$ cat config.mk
export PLATFORM = sky130hd
export DESIGN_NAME = alu593_unit
export DESIGN_NICKNAME = d
export VERILOG_FILES = /design/src/rtl/alu593_unit.sv
export SDC_FILE = /design/constraint.sdc
export NUM_CORES = 1
export LEC_CHECK = 0
export BUFFER_PORTS_ARGS = -buffer_cell sky130_fd_sc_hd__buf_2
export CAP_MARGIN = 20
export CORE_ASPECT_RATIO = 1.5
export CORE_MARGIN = 2
export CORE_UTILIZATION = 38
export DETAILED_ROUTE_END_ITERATION = 7
export GPL_TIMING_DRIVEN = 0
export SLEW_MARGIN = 20
export SYNTH_ARGS = -nofsm -noshare
export SYNTH_HDL_FRONTEND = slang
export SYNTH_SLANG_ARGS = --single-unit
$ cat constraint.sdc
create_clock -name clk -period 7.2 [get_ports clk]
set_input_delay 0.72 -clock clk [delete_from_list [all_inputs] [get_ports clk]]
set_output_delay 0.72 -clock clk [all_outputs]
set_load 0.02 [all_outputs]
$ cat src/rtl/alu593_unit.sv
// alu593_unit: 8-bit operand ALU with start/done handshake, multi-cycle ops and a store register
module alu593_unit #(
  parameter int MUL_LAT  = 3,
  parameter int SPF1_LAT = 4
) (
  input  logic        clk,
  input  logic        reset_n,
  input  logic [7:0]  A,
  input  logic [7:0]  B,
  input  logic [3:0]  op,
  input  logic        start,
  output logic        done,
  output logic [15:0] result
);
  typedef enum logic [1:0] {IDLE, BUSY, WAIT_LOW} state_t;
  state_t state_q, state_d;
  logic [7:0] a_q, a_d, b_q, b_d, cnt_q, cnt_d, lat;
  logic [3:0] op_q, op_d;
  logic done_q, done_d, exec;
  logic [15:0] res_q, res_d, store_q, store_d, calc;
  assign exec = op inside {[4'd1:4'd9]};
  assign lat = op == 4'd4 ? 8'(MUL_LAT - 1) : op == 4'd5 ? 8'(SPF1_LAT - 1) : 8'd0;
  assign done = done_q;
  assign result = res_q;
  // operation datapath on the latched operands
  always_comb begin
    case (op_q)
      4'd1:       calc = 16'(a_q) + 16'(b_q);
      4'd2:       calc = {8'h00, a_q & b_q};
      4'd3:       calc = {8'h00, a_q ^ b_q};
      4'd4:       calc = 16'(a_q) * 16'(b_q);
      4'd5:       calc = 16'(a_q) * 16'(a_q) + 16'(b_q);
      4'd6:       calc = 16'(a_q) - 16'(b_q);
      4'd7, 4'd9: calc = {a_q, b_q};
      4'd8:       calc = store_q;
      default:    calc = res_q;
    endcase
  end
  // handshake FSM: latch on start, count down, pulse done, wait for start to drop
  always_comb begin
    state_d = state_q;
    a_d = a_q;
    b_d = b_q;
    op_d = op_q;
    cnt_d = cnt_q;
    done_d = 1'b0;
    res_d = res_q;
    store_d = store_q;
    case (state_q)
      IDLE: if (start && exec) begin
        state_d = BUSY;
        a_d = A;
        b_d = B;
        op_d = op;
        cnt_d = lat;
      end
      BUSY: if (!start) state_d = IDLE;
      else if (cnt_q == 8'd0) begin
        state_d = WAIT_LOW;
        done_d = 1'b1;
        res_d = calc;
        store_d = op_q == 4'd9 ? {a_q, b_q} : store_q;
      end else cnt_d = cnt_q - 8'd1;
      WAIT_LOW: state_d = start ? WAIT_LOW : IDLE;
      default: state_d = IDLE;
    endcase
  end
  // state registers with synchronous reset (reset_n is active high)
  always_ff @(posedge clk) begin
    if (reset_n) begin
      state_q <= IDLE;
      a_q <= '0;
      b_q <= '0;
      op_q <= '0;
      cnt_q <= '0;
      done_q <= 1'b0;
      res_q <= '0;
      store_q <= '0;
    end else begin
      state_q <= state_d;
      a_q <= a_d;
      b_q <= b_d;
      op_q <= op_d;
      cnt_q <= cnt_d;
      done_q <= done_d;
      res_q <= res_d;
      store_q <= store_d;
    end
  end
endmodule

==> results of run 1 <==
final cells by class:
type / count / share of cell area (%)
plain buffers: 40 / 2.40
clock buffers: 10 / 2.70
clock inverters: 6 / 1.04
inverters: 152 / 6.44
multi-input cells: 739 / 67.2
flip-flops and latches: 63 / 14.2
well taps: 268 / 3.78
repair buffers: 39 / 2.20
through the flow:
step	total power [mW]	hold WS, ns
floorplan	0.634	0.453
global placement	0.740	0.446
detailed placement	0.742	0.453
CTS	1.23	0.465
global route	1.28	0.502
finish	1.23	0.464
how the worst max path moves through the flow:
stage | to | cells past startpoint
floorplan | result[10] | 15
global placement | result[7] | 15
detailed placement | result[7] | 15
CTS | result[7] | 15
global route | result[7] | 15
finish | result[7] | 15
registers in the layout, indices dropped and copies added (netlist names):
signal / count
store_q: 16
a_q: 8
result: 16
op_q: 4
done: 1
state_q: 2
cnt_q: 8
b_q: 8
worst max-delay path: cells and delay by family, from the launching register on:
family / cells / cell delay, ns
compound gates: 5 / 1.79
simple gates: 1 / 0.34
buf+inv: 4 / 1.36
fa+ha+maj: 5 / 2.34
flops: 1 / 0.59
routing by layer:
| metal | wire length (um) | GRT usage (%) | up-vias |
|---|---|---|---|
| met5 | 0 | 0 | - |
| met4 | 1470 | 13.8 | 0 |
| met3 | 1280 | 2.04 | 80 |
| met2 | 13300 | 43.7 | 260 |
| met1 | 9240 | 26.3 | 3508 |
| li1 | - | - | 3450 |
power by group:
| group | switching (mW) | leakage (nW) | internal [mW] |
|---|---|---|---|
| clock | 0.172 | 0.155 | 0.314 |
| sequential | 0.0307 | 0.511 | 0.368 |
| combinational | 0.218 | 3.46 | 0.123 |
| total | 0.420 | 4.13 | 0.805 |
cell usage after synthesis, types with 3 or more instances:
cell type,n
a22o_1,3
or2_2,4
o31ai_1,4
o21ai_0,22
nand4_1,8
a41oi_1,3
a211oi_1,13
a31oi_1,5
fa_1,71
nor4_1,5
xnor2_1,18
o22ai_1,4
o21bai_1,3
nand3_1,17
inv_2,3
o211ai_1,6
buf_6,3
nand2_1,91
a21o_1,11
a22oi_1,10
ha_1,92
a21oi_1,73
a221o_1,4
nand2b_1,5
nor2b_1,9
dfxtp_1,63
xor2_1,10
clkbuf_8,3
and3_1,3
and2_1,40
o21a_1,6
mux2i_1,11
nor3_1,14
inv_1,148
clkbuf_1,27
o31a_1,3
a221oi_1,10
nor2_1,105
buf_2,4
a2111oi_0,6
or4_1,3
nand3b_1,7
cell families after synthesis:
kind of cell	count (synthesis)	share of synthesized area [%]
DFF	63	15.8
and+or+nand+nor	331	20.4
muxes	13	1.66
adders and majority gates	163	32.2
buffers and inverters	192	9.80
xor gates and xnor gates	28	3.07
AOI/OAI and AO/OA	204	17.2
==> results.md, run 1 <==
* Outcome: finished clean
* Die width at about 120 um
* Yosys cell types at between 70 and 80
* CTS clk-pin slew, worst paths at about 0.06 ns
* CTS root buffer: clkbuf_16
* Fmax achieved at 152 MHz
* Register area at around 0.0013 mm2
* Avg Cell Area, Syn at approximately 8.0 um2
* Post-Layout Cell Count at 1,317
* Worst setup margin at roughly 0.62 ns
* Main area contributors after synthesis: fa_1 (18%), dfxtp_1 (16%), ha_1 (14%), inv_1 (6.9%), nor2_1 (4.9%)
* Fillers at between 2,000 and 2,500
* CP Launch Point: a_q[1]
* H-tree depth at 3
* R2R Setup Slk at slightly above 0.6 ns
* Pre-antenna DRT Iters at 5
* Final setup viols at 0
* Placed Area at 0.00853 mm2
* Reg2reg end: result[7]
* Type of origin of the critical path: flip-flop
* Worst-Skew Late Latency at around 0.33 ns
* R2R depth at 15
* Hold wc startpoint: result[1]
* Dpl hpwl at ~20,000 um
* Routed WL per cell at around 19 um
* Slew headroom at between 15 and 20%
* Placer Congestion at around 1.0
* Vias/cell at ~5.5
* Number of diodes at 0
* CTS tree: built
* Final WL at ~25,000 um
* Critical path endpoint category: flip-flop
* Die height at ~180 um
* Area growth syn-to-layout at 10.8%
* Fraction of layout cells with a size suffix above 1 at under 10%
* CP required at between 7 and 8 ns
* Tcrit/Tclk final at about nine tenths
* Vias in the first global route at about 7,500
* Clock Path Buffers at 2
* Iter 0 DRT Violations at between 400 and 500
* Area of the multi-input gates at between 0.005 and 0.006 mm2
* Antenna viol nets, final at 0
* Crit path max fanout at 10
* Syn Std Cell Area at 0.00800 mm2
* Reg2reg start: a_q[1]
* Pleak at between 4 and 5 nW
* Pwr per Cell Area at around 140 mW/mm2
* Total Nets Final at 1,230
* CP Cell Sequence: clkbuf_1 > clkinv_1 > nor2_1 > fa_1 > fa_1 > inv_1 > fa_1 > fa_1 > inv_1 > ha_1 > o21ai_0 > a21oi_1 > o32ai_1 > a2111oi_0 > a21oi_1
* Worst Hold Endpoint: result[1]
* Register area share after synthesis at 15.8%
* Worst Max-Slew Pin Slew at around 1.2 ns
* Max VDD drop at 0.127 mV
* Place WS at 0.763 ns
* Placed Cells at 1,301
* Setup TNS at 0 ns
* RSZ-0062 raised after global routing: false
* Total CTS buffers at 9
* Worst Hold Path Cells at 2
* Post-synth EDFFs at 0
* Clk sinks at 63
* Most common cell after layout, fill and taps aside: inv_1
* DRC viols at 0
* # IOs at 40
* Cell count after synthesis at 994
* Syn_nets at 1,180
* CP arrival at slightly below 7 ns
* Post-CTS Hold Fix Bufs at 0
* CORE AREA at about 0.021 mm2
* Max-Cap Viols at 0
* Core Util, Final at between 40% and 50%
* Standard-cell rows at 65
* Congestion Overflow GR at 0
* YS warnings at 0
* Crit path top cell by count: fa_1
* Max Clock Skew at around 0.0035 ns
* Final Max Tran Viols at 0
* Async S/R FF share, synth at 0%
* Ys flop type: dfxtp_1
* CP max-delay cell: a2111oi_0
* I/O Buffers at 39
* Antenna violations before repair at 0
* Starting Density at about two fifths
* Fin. Hold Viols at 0
* Vias at 7,298
* Critical path class: reg2reg
* Minimum clock period at 6.58 ns
* #FFs+latches synth at 63
* Worst hold path class: reg2reg
* Cell area after layout at around 0.009 mm2
* Area fraction of the dominant cell type after synthesis at about 18%
* Global-route wire length before repair at about 40,000 um
* Total track usage at a little under a quarter
* Crit path largest cell delay at around 1.1 ns
* Die Area at approximately 0.022 mm2
* # resized after CTS at 0
* Postcts setup bufs at 0
* Maximum number of pins on one net before global-route repair at 13
* Most frequent cells in the layout: inv_1 (148), nor2_1 (105), ha_1 (92)
* Yosys top cell by area: fa_1
Power figures use the tool's default switching activity.
==> inputs of run 2 (changes only) <==
--- a/config.mk
+++ b/config.mk
@@ -5,7 +5,7 @@
 export SDC_FILE = /design/constraint.sdc
 export NUM_CORES = 1
 export LEC_CHECK = 0
-export BUFFER_PORTS_ARGS = -buffer_cell sky130_fd_sc_hd__buf_2
+export BUFFER_PORTS_ARGS = -buffer_cell sky130_fd_sc_hd__clkbuf_2
 export CAP_MARGIN = 20
 export CORE_ASPECT_RATIO = 1.5
 export CORE_MARGIN = 2
==> run 2 against run 1 <==
Compared with the run above:
- global-route usage increased by 0.18 points
- largest cell class unchanged
- clock skew decreased by 0.0014 ns
- via count decreased by 0.21%
- sequential share of layout area about the same
==> results.md, run 2 (synthesis gave the netlist of run 1 again) <==
* Length of routed wiring on met1 at between 9000 and 10,000 um
* Pwr per Cell Area at 139 mW/mm2
* Fraction of layout cells with a size suffix above 1 at under 10%
* Tcrit/Tclk final at around 94%
* Area growth syn-to-layout at 10.8%
* Standard-cell rows at 65
* # resized after CTS at 0
* Vias in the first global route at 7,358
* Starting Density at about two fifths
* Die Area at 0.0222 mm2
* NetSw at around 0.42 mW
* Slew headroom at about a tenth
* CTS tree: built
* Reg power frac at 32.4%
* Placed Area at around 0.0085 mm2
* Antenna violations before repair at 0
* Worst Hold Endpoint: result[1]
* Global-route wire length before repair at 40,500 um
* Critical path endpoint category: flip-flop
* Hold wc startpoint: result[1]
* Crit path max fanout at 10
* Clk pwr share at 40.0%
* Crit path largest cell delay at ~1.1 ns
* Placer Congestion at between 0.9 and 1
* RSZ-0062 raised after global routing: false
* R2R Setup Slk at 0.44 ns
* Max VDD drop at 0.128 mV
* Worst Path Buf+Inv at 4
* Critical path class: reg2reg
* Most common cell after layout, fill and taps aside: inv_1
* Maximum number of pins on one net before global-route repair at 13
* CP max-delay cell: a2111oi_0
* Worst hold path class: reg2reg
* Number of diodes at 0
* Setup TNS at 0 ns
* CP required at around 7.4 ns
* Post-CTS Hold Fix Bufs at 0
* Hold slack final at 0.463 ns
* # IOs at 40
* CP Cell Sequence: clkbuf_1 > clkinv_1 > nor2_1 > fa_1 > fa_1 > inv_1 > fa_1 > fa_1 > inv_1 > ha_1 > o21ai_0 > a21oi_1 > o32ai_1 > a2111oi_0 > a21oi_1
* Vias at about 7,300
* Max Clock Skew at between 0.002 and 0.0025 ns
* Fillers at roughly 2,200
* Met3 routed WL at 1190 um
* Worst-Skew Late Latency at around 0.34 ns
* Dpl hpwl at 20,400 um
* Clock Path Buffers at 2
* Final WL at 25,500 um
* Antenna viol nets, final at 0
* CORE AREA at about 0.021 mm2
* Congestion Overflow GR at 0
* Crit path top cell by count: fa_1
* Worst Max-Slew Pin Slew at approximately 1.3 ns
* WP depth at 15
* Pre-antenna DRT Iters at 8
* DRC viols at 0
* Area of the multi-input gates at approximately 0.0060 mm2
* Pint at a little over 0.8 mW
* CTS clk-pin slew, worst paths at ~0.06 ns
* Pleak at around 4.1 nW
* Fmax achieved at ~150 MHz
* Postcts setup bufs at 0
* R2R depth at 15
* Die height at around 180 um
* Most frequent cells in the layout: inv_1 (148), nor2_1 (105), ha_1 (92)
* Sw Ratio at 34.5%
* Reg2reg end: result[7]
* CP arrival at just under 7 ns
* Clk sinks at between 60 and 70
* Iter 0 DRT Violations at 402
* Worst setup margin at ~0.44 ns
* Fin. Hold Viols at 0
* Type of origin of the critical path: flip-flop
* Final setup viols at 0
* Worst Hold Path Cells at 2
* Total Nets Final at ~1,200
* Routed WL per cell at around 19 um
* Logic pwr share at between 20% and 30%
* Total CTS buffers at 9
* Total track usage at 24.1%
* Reg2reg start: a_q[1]
* Cell area after layout at between 0.008 and 0.009 mm2
* Final Max Tran Viols at 0
* CP delay by family, top: adder cells
* H-tree depth at 3
* Outcome: finished clean
* CTS root buffer: clkbuf_16
* Metal2 WL at 13,200 um
* Max-Cap Viols at 0
* Register area at 0.00126 mm2
* Die width at between 100 and 150 um
* Top layer in use: met4
* Vias/cell at 5.53
* Minimum clock period at roughly 6.8 ns
* I/O Buffers at 39
* Place WS at 0.672 ns
* Core Util, Final at between 40% and 50%
-- run 2: through the flow --
| stage | total power, mW | std cells |
|---|---|---|
| finish | 1.23 | 1317 |
| global placement | 0.740 | 1301 |
| global route | 1.29 | 1317 |
| CTS | 1.23 | 1317 |
| floorplan | 0.634 | 994 |
| detailed placement | 0.742 | 1301 |
-- run 2: layout make-up --
class / instances / share of cell area (%)
well taps: 268 / 3.78
multi-input cells: 739 / 67.2
repair buffers: 39 / 2.20
clock buffers: 10 / 2.70
clock inverters: 6 / 1.03
inverters: 152 / 6.44
flip-flops and latches: 63 / 14.2
plain buffers: 40 / 2.40
-- run 2: worst min-delay path: stages (launching register included) --
cell     delay, ns
dfxtp_1       0.31
nand2_1       0.05
a21oi_1       0.05
-- run 2: worst max-delay path by stage --
stage                 from          to  slack [ns]
floorplan           a_q[1]  result[10]        2.40
global placement    a_q[1]   result[7]        0.75
detailed placement  a_q[1]   result[7]        0.67
CTS                 a_q[1]   result[7]        0.66
global route        a_q[1]   result[7]        0.44
finish              a_q[1]   result[7]        0.44
-- run 2: power by group through the flow --
stage | Combinational, mW | Clock [mW] | Sequential [mW]
after floorplan | 0.239 | 0 | 0.395
after global placement | 0.334 | 0 | 0.406
after detailed placement | 0.336 | 0 | 0.406
after CTS | 0.339 | 0.497 | 0.399
after global routing | 0.379 | 0.508 | 0.402
final | 0.340 | 0.492 | 0.399
-- run 2: metal layers --
| metal | track usage [%] | vias up |
|---|---|---|
| met3 | 2.20 | 91 |
| met5 | 0 | - |
| met1 | 26.9 | 3494 |
| met4 | 14.7 | 0 |
| li1 | - | 3445 |
| met2 | 43.2 | 253 |
